## src/rtl/unified_mem_arbiter.sv

```systemverilog
// Arbiter sharing one single-port RAM between instruction fetch and data access.
// Bounded data priority keeps fetch from starving; flush cancels in-flight fetches.
module unified_mem_arbiter #(
   parameter int unsigned AW           = 10,
   parameter int unsigned DW           = 32,
   parameter int unsigned MAX_DATA_RUN = 4
) (
   input  logic          clk,
   input  logic          rst_n,
   input  logic          if_req,
   input  logic [AW-1:0] if_addr,
   output logic          if_gnt,
   output logic          if_rvalid,
   output logic [DW-1:0] if_rdata,
   input  logic          d_req,
   input  logic          d_we,
   input  logic [AW-1:0] d_addr,
   input  logic [DW-1:0] d_wdata,
   output logic          d_gnt,
   output logic          d_rvalid,
   output logic [DW-1:0] d_rdata,
   input  logic          flush,
   output logic          ram_we,
   output logic [AW-1:0] ram_addr,
   output logic [DW-1:0] ram_wdata,
   input  logic [DW-1:0] ram_rdata,
   output logic          stall_if,
   output logic          stall_mem
);

   localparam int unsigned RUN_W = 4;

   typedef enum logic [1:0] {
      IDLE   = 2'd0,
      IF_ACC = 2'd1,
      D_RD   = 2'd2,
      D_WR   = 2'd3
   } state_t;

   state_t             state_q, state_d;
   logic [RUN_W-1:0]   run_cnt_q;
   logic [AW-1:0]      addr_q;
   logic [DW-1:0]      wdata_q;
   logic [DW-1:0]      if_rdata_q, d_rdata_q;
   logic               if_rvalid_q, d_rvalid_q;
   logic               run_full_c, if_gnt_c, d_gnt_c;

   // Arbitration and next-state: the state names the access owning the RAM next cycle
   always_comb begin
      run_full_c = 1'b0;
      d_gnt_c    = 1'b0;
      if_gnt_c   = 1'b0;
      state_d    = IDLE;
      run_full_c = (run_cnt_q == RUN_W'(MAX_DATA_RUN));
      d_gnt_c    = d_req & ~(if_req & ~flush & run_full_c);
      if_gnt_c   = ~d_gnt_c & if_req & ~flush;
      if (d_gnt_c) begin
         state_d = d_we ? D_WR : D_RD;
      end else if (if_gnt_c) begin
         state_d = IF_ACC;
      end
   end

   always_ff @(posedge clk or negedge rst_n) begin
      if (!rst_n) begin
         state_q <= IDLE;
      end else begin
         state_q <= state_d;
      end
   end

   // Access payload captured on the grant edge; held while idle
   always_ff @(posedge clk or negedge rst_n) begin
      if (!rst_n) begin
         addr_q  <= '0;
         wdata_q <= '0;
      end else if (d_gnt_c) begin
         addr_q  <= d_addr;
         wdata_q <= d_wdata;
      end else if (if_gnt_c) begin
         addr_q  <= if_addr;
      end
   end

   // Read data capture at the end of the access cycle
   always_ff @(posedge clk or negedge rst_n) begin
      if (!rst_n) begin
         if_rdata_q  <= '0;
         d_rdata_q   <= '0;
         if_rvalid_q <= 1'b0;
         d_rvalid_q  <= 1'b0;
      end else begin
         if_rvalid_q <= (state_q == IF_ACC) & ~flush;
         d_rvalid_q  <= (state_q == D_RD);
         if (state_q == IF_ACC) begin
            if_rdata_q <= ram_rdata;
         end
         if (state_q == D_RD) begin
            d_rdata_q <= ram_rdata;
         end
      end
   end

   // Consecutive data grants while fetch waits; saturates at the limit
   always_ff @(posedge clk or negedge rst_n) begin
      if (!rst_n) begin
         run_cnt_q <= '0;
      end else if (if_gnt_c || !if_req) begin
         run_cnt_q <= '0;
      end else if (d_gnt_c && !run_full_c) begin
         run_cnt_q <= run_cnt_q + RUN_W'(1);
      end
   end

   assign if_gnt    = rst_n & if_gnt_c;
   assign d_gnt     = rst_n & d_gnt_c;
   assign stall_if  = rst_n & if_req & ~if_gnt_c;
   assign stall_mem = rst_n & d_req & ~d_gnt_c;
   assign if_rvalid = if_rvalid_q & ~flush;
   assign if_rdata  = if_rdata_q;
   assign d_rvalid  = d_rvalid_q;
   assign d_rdata   = d_rdata_q;
   assign ram_we    = (state_q == D_WR);
   assign ram_addr  = addr_q;
   assign ram_wdata = wdata_q;

endmodule
```

## config.mk

```make
export PLATFORM = sky130hd
export DESIGN_NAME = unified_mem_arbiter
export DESIGN_NICKNAME = d
export VERILOG_FILES = /design/src/rtl/unified_mem_arbiter.sv
export SDC_FILE = /design/constraint.sdc
export NUM_CORES = 1
export LEC_CHECK = 0
export CORE_UTILIZATION = 38
export DETAILED_ROUTE_END_ITERATION = 6
export HOLD_SLACK_MARGIN = 0.03
export PLACE_DENSITY = 0.85
export SETUP_SLACK_MARGIN = 0.02
export SYNTH_ARGS = -nofsm -noshare
export SYNTH_HDL_FRONTEND = slang
export SYNTH_SLANG_ARGS = --single-unit
```

## constraint.sdc

```tcl
create_clock -name clk -period 1.7 [get_ports clk]
set_clock_uncertainty 0.15 [all_clocks]
set_input_delay 0.34 -clock clk [delete_from_list [all_inputs] [get_ports clk]]
set_output_delay 0.34 -clock clk [all_outputs]
set_load 0.01 [all_outputs]
```

Word-level counts from Yosys, hierarchy flattened
Cells that the tools add are included.
{"block": "totals", "reg_bits": 114, "in_bits": 90, "output_inout_bits": 113, "word_cells": 43}
{"block": "classes", "add_sub_neg": 1, "eq_ne": 4, "n_mux": 7, "bitwise": 17, "n_reduce_logical": 6}
{"operator": "$mux W10", "count": 2}
{"operator": "$and A1 B1 Y1", "count": 13}
{"operator": "$mux W4", "count": 2}
{"operator": "$add A4 B1 Y4 const B", "count": 1}
{"operator": "$eq A2 B2 Y1 const B", "count": 2}
{"operator": "$eq A4 B3 Y1 const B", "count": 1}
{"operator": "$not A1 Y1", "count": 4}
{"operator": "$reduce_bool A2 Y1", "count": 2}
{"operator": "$eq A2 B1 Y1 const B", "count": 1}
{"operator": "$logic_not A1 Y1", "count": 2}
{"operator": "$mux W1", "count": 2}
{"operator": "$mux W2", "count": 1}
{"operator": "$logic_and A1 B1 Y1", "count": 1}
{"operator": "$logic_or A1 B1 Y1", "count": 1}

Logic depth before layout (Yosys ltp)
{"block": "depth", "word_depth": 10, "ltp_mapped": 7, "depth_no_buf": 5}

Worst setup path before layout
No wires, ideal clock.
{"block": "synth_path", "path_kind": "reg-to-output", "from": "reg run_cnt_q[0]", "to": "out d_gnt", "arrival_time_ns": 1.425, "t_required_ns": 1.210, "setup_slack_ns": -0.215, "stages_incl_launch_ff": 7, "n_path_buf": 1, "path_cell_list": "dfrtp_1 > inv_1 > ha_1 > nand3b_1 > o21ai_4 > buf_2 > nor2_1"}
{"block": "synth_via", "elab_chain_cells": 5}
{"item": "from (decl)", "line_no": "41", "text": "logic [RUN_W-1:0] run_cnt_q;"}
{"item": "from (signal assigned)", "line_no": "111", "text": "run_cnt_q <= run_cnt_q + RUN_W'(1);"}
{"item": "$eq A4 B3 Y1", "line_no": "54", "text": "run_full_c = (run_cnt_q == RUN_W'(MAX_DATA_RUN));"}
{"item": "$and A1 B1 Y1", "line_no": "55", "text": "d_gnt_c = d_req & ~(if_req & ~flush & run_full_c);"}
{"item": "$not A1 Y1", "line_no": "55"}
{"item": "$and A1 B1 Y1", "line_no": "55"}
{"item": "$and A1 B1 Y1", "line_no": "116", "text": "assign d_gnt = rst_n & d_gnt_c;"}
{"item": "to (decl)", "line_no": "19", "text": "output logic d_gnt,"}
No other way between the ends.

Final worst setup path
{"block": "layout_path", "from": "reg run_cnt_q[1]", "to": "out d_gnt"}
The elaborated chain is that of the path after synthesis.

==> summary.md <==
| Metric | Value |
|---|---|
| Clock transition at the registers of the reported paths | 50 ps |
| TritonCTS clock tree | built |
| Die Footprint | 0.01248 mm² |
| Crit. End Element | output port |
| Top-count cell post-synth | dfrtp_1 |
| WL final | 13130 µm |
| Post-synth EDFFs | 0 |
| Detail Route Antenna Nets | 0 |
| Area growth from synthesis to layout | 70.68% |
| Final hold violations | 0 |
| Ranking of synthesized cells by area | dfrtp_1 (62%), mux2_2 (17%), mux2_1 (6.9%) |
| First-pass GRT wire length | 19980 µm |
| # diodes | 0 |
| CP Data Required Time | 1210 ps |
| Skew-Pair Late Insertion Delay | 390 ps |
| Worst reg2reg path depth | 9 |
| Kind of critical path | flip-flop to output port |
| Hold_buf cts | 0 |
| Final #Nets | 650 |
| Avg Synthesized Cell Area | 14.66 µm² |
| Placer Congestion | 0.7995 |
| Ports | 203 |
| Port Buffer Count | 202 |
| Chip Height | 111.7 µm |
| Residual DRC | 14 |
| Minimum clock period | 2128 ps |
| CP max stage cell | dfrtp_1 |
| Yosys warning total | 0 |
| Num rows | 39 |
| VDD IR max | 0.5030 mV |
| Post-Syn Area | 0.004574 mm² |
| # fillers | 833 |
| Unrepaired setup endpoints after global routing | true |
| Least-Margin Pin Slew | 765.2 ps |
| DP Wirelength | 8748 µm |
| Fmax achieved | 469.9 MHz |
| CTS buffer count | 17 |
| Worst-case clock buffer depth | 2 |
| Share of layout cells above drive strength 1 | 34.39% |
| Vias | 3571 |
| Worst Hold Class | input pin to asynchronous set/reset pin |
| Initial Util | 39.55% |
| Vias per Instance | 5.008 |
| DR WL/cell | 18.41 µm |
| Final setup fails | 47 |
| Num Clock Sinks | 114 |
| Die W | 111.7 µm |
| CP peak stage delay | 380 ps |
| PnR worst setup slack | -428.3 ps |
| Post-layout utilization of the core | 67.51% |
| Initial antenna violation count | 0 |
| Core area | 0.01156 mm² |
| Synth async-reset ratio | 100.0% |
| Crit share post-route | 125.2% |
| Seq/Total Area, Yosys | 62.36% |
| Dominant register cell in the synthesized netlist | dfrtp_1 |
| Max H-tree Level | 4 |
| Post-synth top area share | 62.36% |
| Largest net degree at the start of global routing | 60 |
| Final Max Slew Viols | 0 |
| Leak pwr | 3.675 nW |
| Total Routing Usage GR | 20.76% |
| Max-cap violation count | 0 |
| Max transition margin | 48.98% |
| Area leader, netlist | dfrtp_1 |
| Status | complete, but fails checks |
| Iteration-0 DRC Markers | 120 |
| Congestion Overflow GR | 0 |
| Total negative slack | -13850 ps |
| Crit path DAT | 1640 ps |
| CP Cell Sequence | inv_2, ha_4, nand3b_1, buf_4, o21ai_4, nor2_1, buf_2 |
| Synth Net Count | 404 |
| Failing checks | DRC, setup timing |
| Pwr per Cell Area | 1086 mW/mm² |
| Vias in the first global route | 3891 |
| Worst-path fanout max | 2 |
| Synth top cells by count | dfrtp_1 (114), mux2_2 (68), mux2_1 (28), inv_1 (17), nand3_1 (16) |
| Pre-Repair DR Iteration Count | 6 |
| Yosys cell types | 26 |
| CTS root buffer | clkbuf_16 |
| Synthesis-stage register bit count | 114 |
| Startpoint Class | flip-flop |
| Synth Instances | 312 |
==> flip-flops by register name, indices dropped and copies added (netlist names) <==
| signal | cells |
|---|---|
| ram_wdata | 32 |
| d_rdata | 32 |
| d_rvalid | 1 |
| run_cnt_q | 4 |
| if_rdata | 32 |
| ram_addr | 10 |
| state_q | 2 |
| if_rvalid_q | 1 |
==> final cells by class <==
class,instances,area [µm²],share of cell area (%)
Sequential cell,114,2853,36.54
Timing Repair Buffer,247,2364,30.27
Multi-Input combinational cell,161,1769,22.66
Clock buffer,21,470.5,6.026
Tap cell,143,178.9,2.292
Clock inverter,10,108.9,1.394
Inverter,17,63.81,0.8173
==> per-stage QoR <==
stage / std cells / area, µm² / worst slack (ps) / hold WS, ps / total power (W)
2_1_floorplan: 312 / 4589 / -154.1 / -105.6 / 0.003987
3_3_place_gp: 669 / 6955 / -669.0 / 323.2 / 0.005147
3_5_place_dp: 669 / 6955 / -667.0 / 329.9 / 0.005227
4_1_cts: 706 / 7525 / -404.3 / 82.37 / 0.008419
5_1_grt: 713 / 7807 / -507.8 / 120.7 / 0.008814
6_report: 713 / 7807 / -428.3 / 71.01 / 0.008479
==> worst max-delay path: cells and delay by family (launching register included) <==
kind	cells	cell delay (ps)
AO/OA/AOI/OAI	1	140
buffers and inverters	3	390
AND/OR/NAND/NOR	2	190
adder cells (fa/ha/maj)	1	140
flip-flops	1	380
==> cells by family after synthesis <==
family          after synthesis  synth area share (%)
xor+xnor                      1                0.1915
flops                       114                 62.36
buf+inv                      37                 3.829
simple gates                 31                 3.693
mux                         106                 25.82
fa+ha+maj                     2                0.5470
compound gates               21                 3.556
==> layer usage <==
metal  vias to the layer above  track usage [%]  part of all wire, %
met5                         -                0                    0
met4                         0            8.288                  1.7
met3                        16            5.934                  5.6
met2                       142            37.35                   53
met1                      1812            23.01                   39
li1                       1601                -                    -
==> worst paths after layout <==
kind	from	to	slack, ps
worst max-delay path	run_cnt_q[1]	d_gnt	-430
worst min-delay path	rst_n	d_rdata[16]	70
worst max register to register	run_cnt_q[1]	ram_wdata[28]	-390
worst min register to register	d_rdata[7]	d_rdata[7]	350
max in group asynchronous	rst_n	ram_wdata[27]	790
min in group clk	flush	if_rvalid_q	180
==> cell usage in the layout (no fill, tap or decap), types with 2 or more instances in the layout <==
| cell type | instances |
|---|---|
| a21oi_1 | 3 |
| buf_12 | 5 |
| buf_16 | 2 |
| buf_2 | 6 |
| buf_4 | 30 |
| buf_6 | 6 |
| bufinv_16 | 2 |
| clkbuf_16 | 19 |
| clkbuf_8 | 3 |
| clkdlybuf4s50_1 | 87 |
| clkinv_2 | 5 |
| clkinvlp_4 | 2 |
| dfrtp_1 | 114 |
| dlygate4sd2_1 | 107 |
| inv_1 | 15 |
| inv_2 | 2 |
| mux2_2 | 64 |
| mux2_4 | 32 |
| mux2i_1 | 10 |
| nand2b_2 | 3 |
| nand3_1 | 16 |
| nor2_1 | 2 |
| nor2b_1 | 2 |
| o211ai_1 | 3 |
| o21ai_0 | 2 |
| o221ai_1 | 5 |
| o221ai_2 | 5 |
==> power by group <==
part           leakage [nW]  switching, W  total (W)  internal, W
clock network         0.284       0.00118    0.00343      0.00225
logic                  2.04      0.000734    0.00175      0.00102
registers              1.35      0.000190    0.00329      0.00310
==> timing repair <==
item,in CTS,in global routing
gates cloned,2,2
resized for setup,146,47
setup buffers,4,6
hold endpoints to repair,0,0
setup endpoints to repair,156,49
pin swaps,4,2
Note: power is estimated with default switching activity, not from simulation.
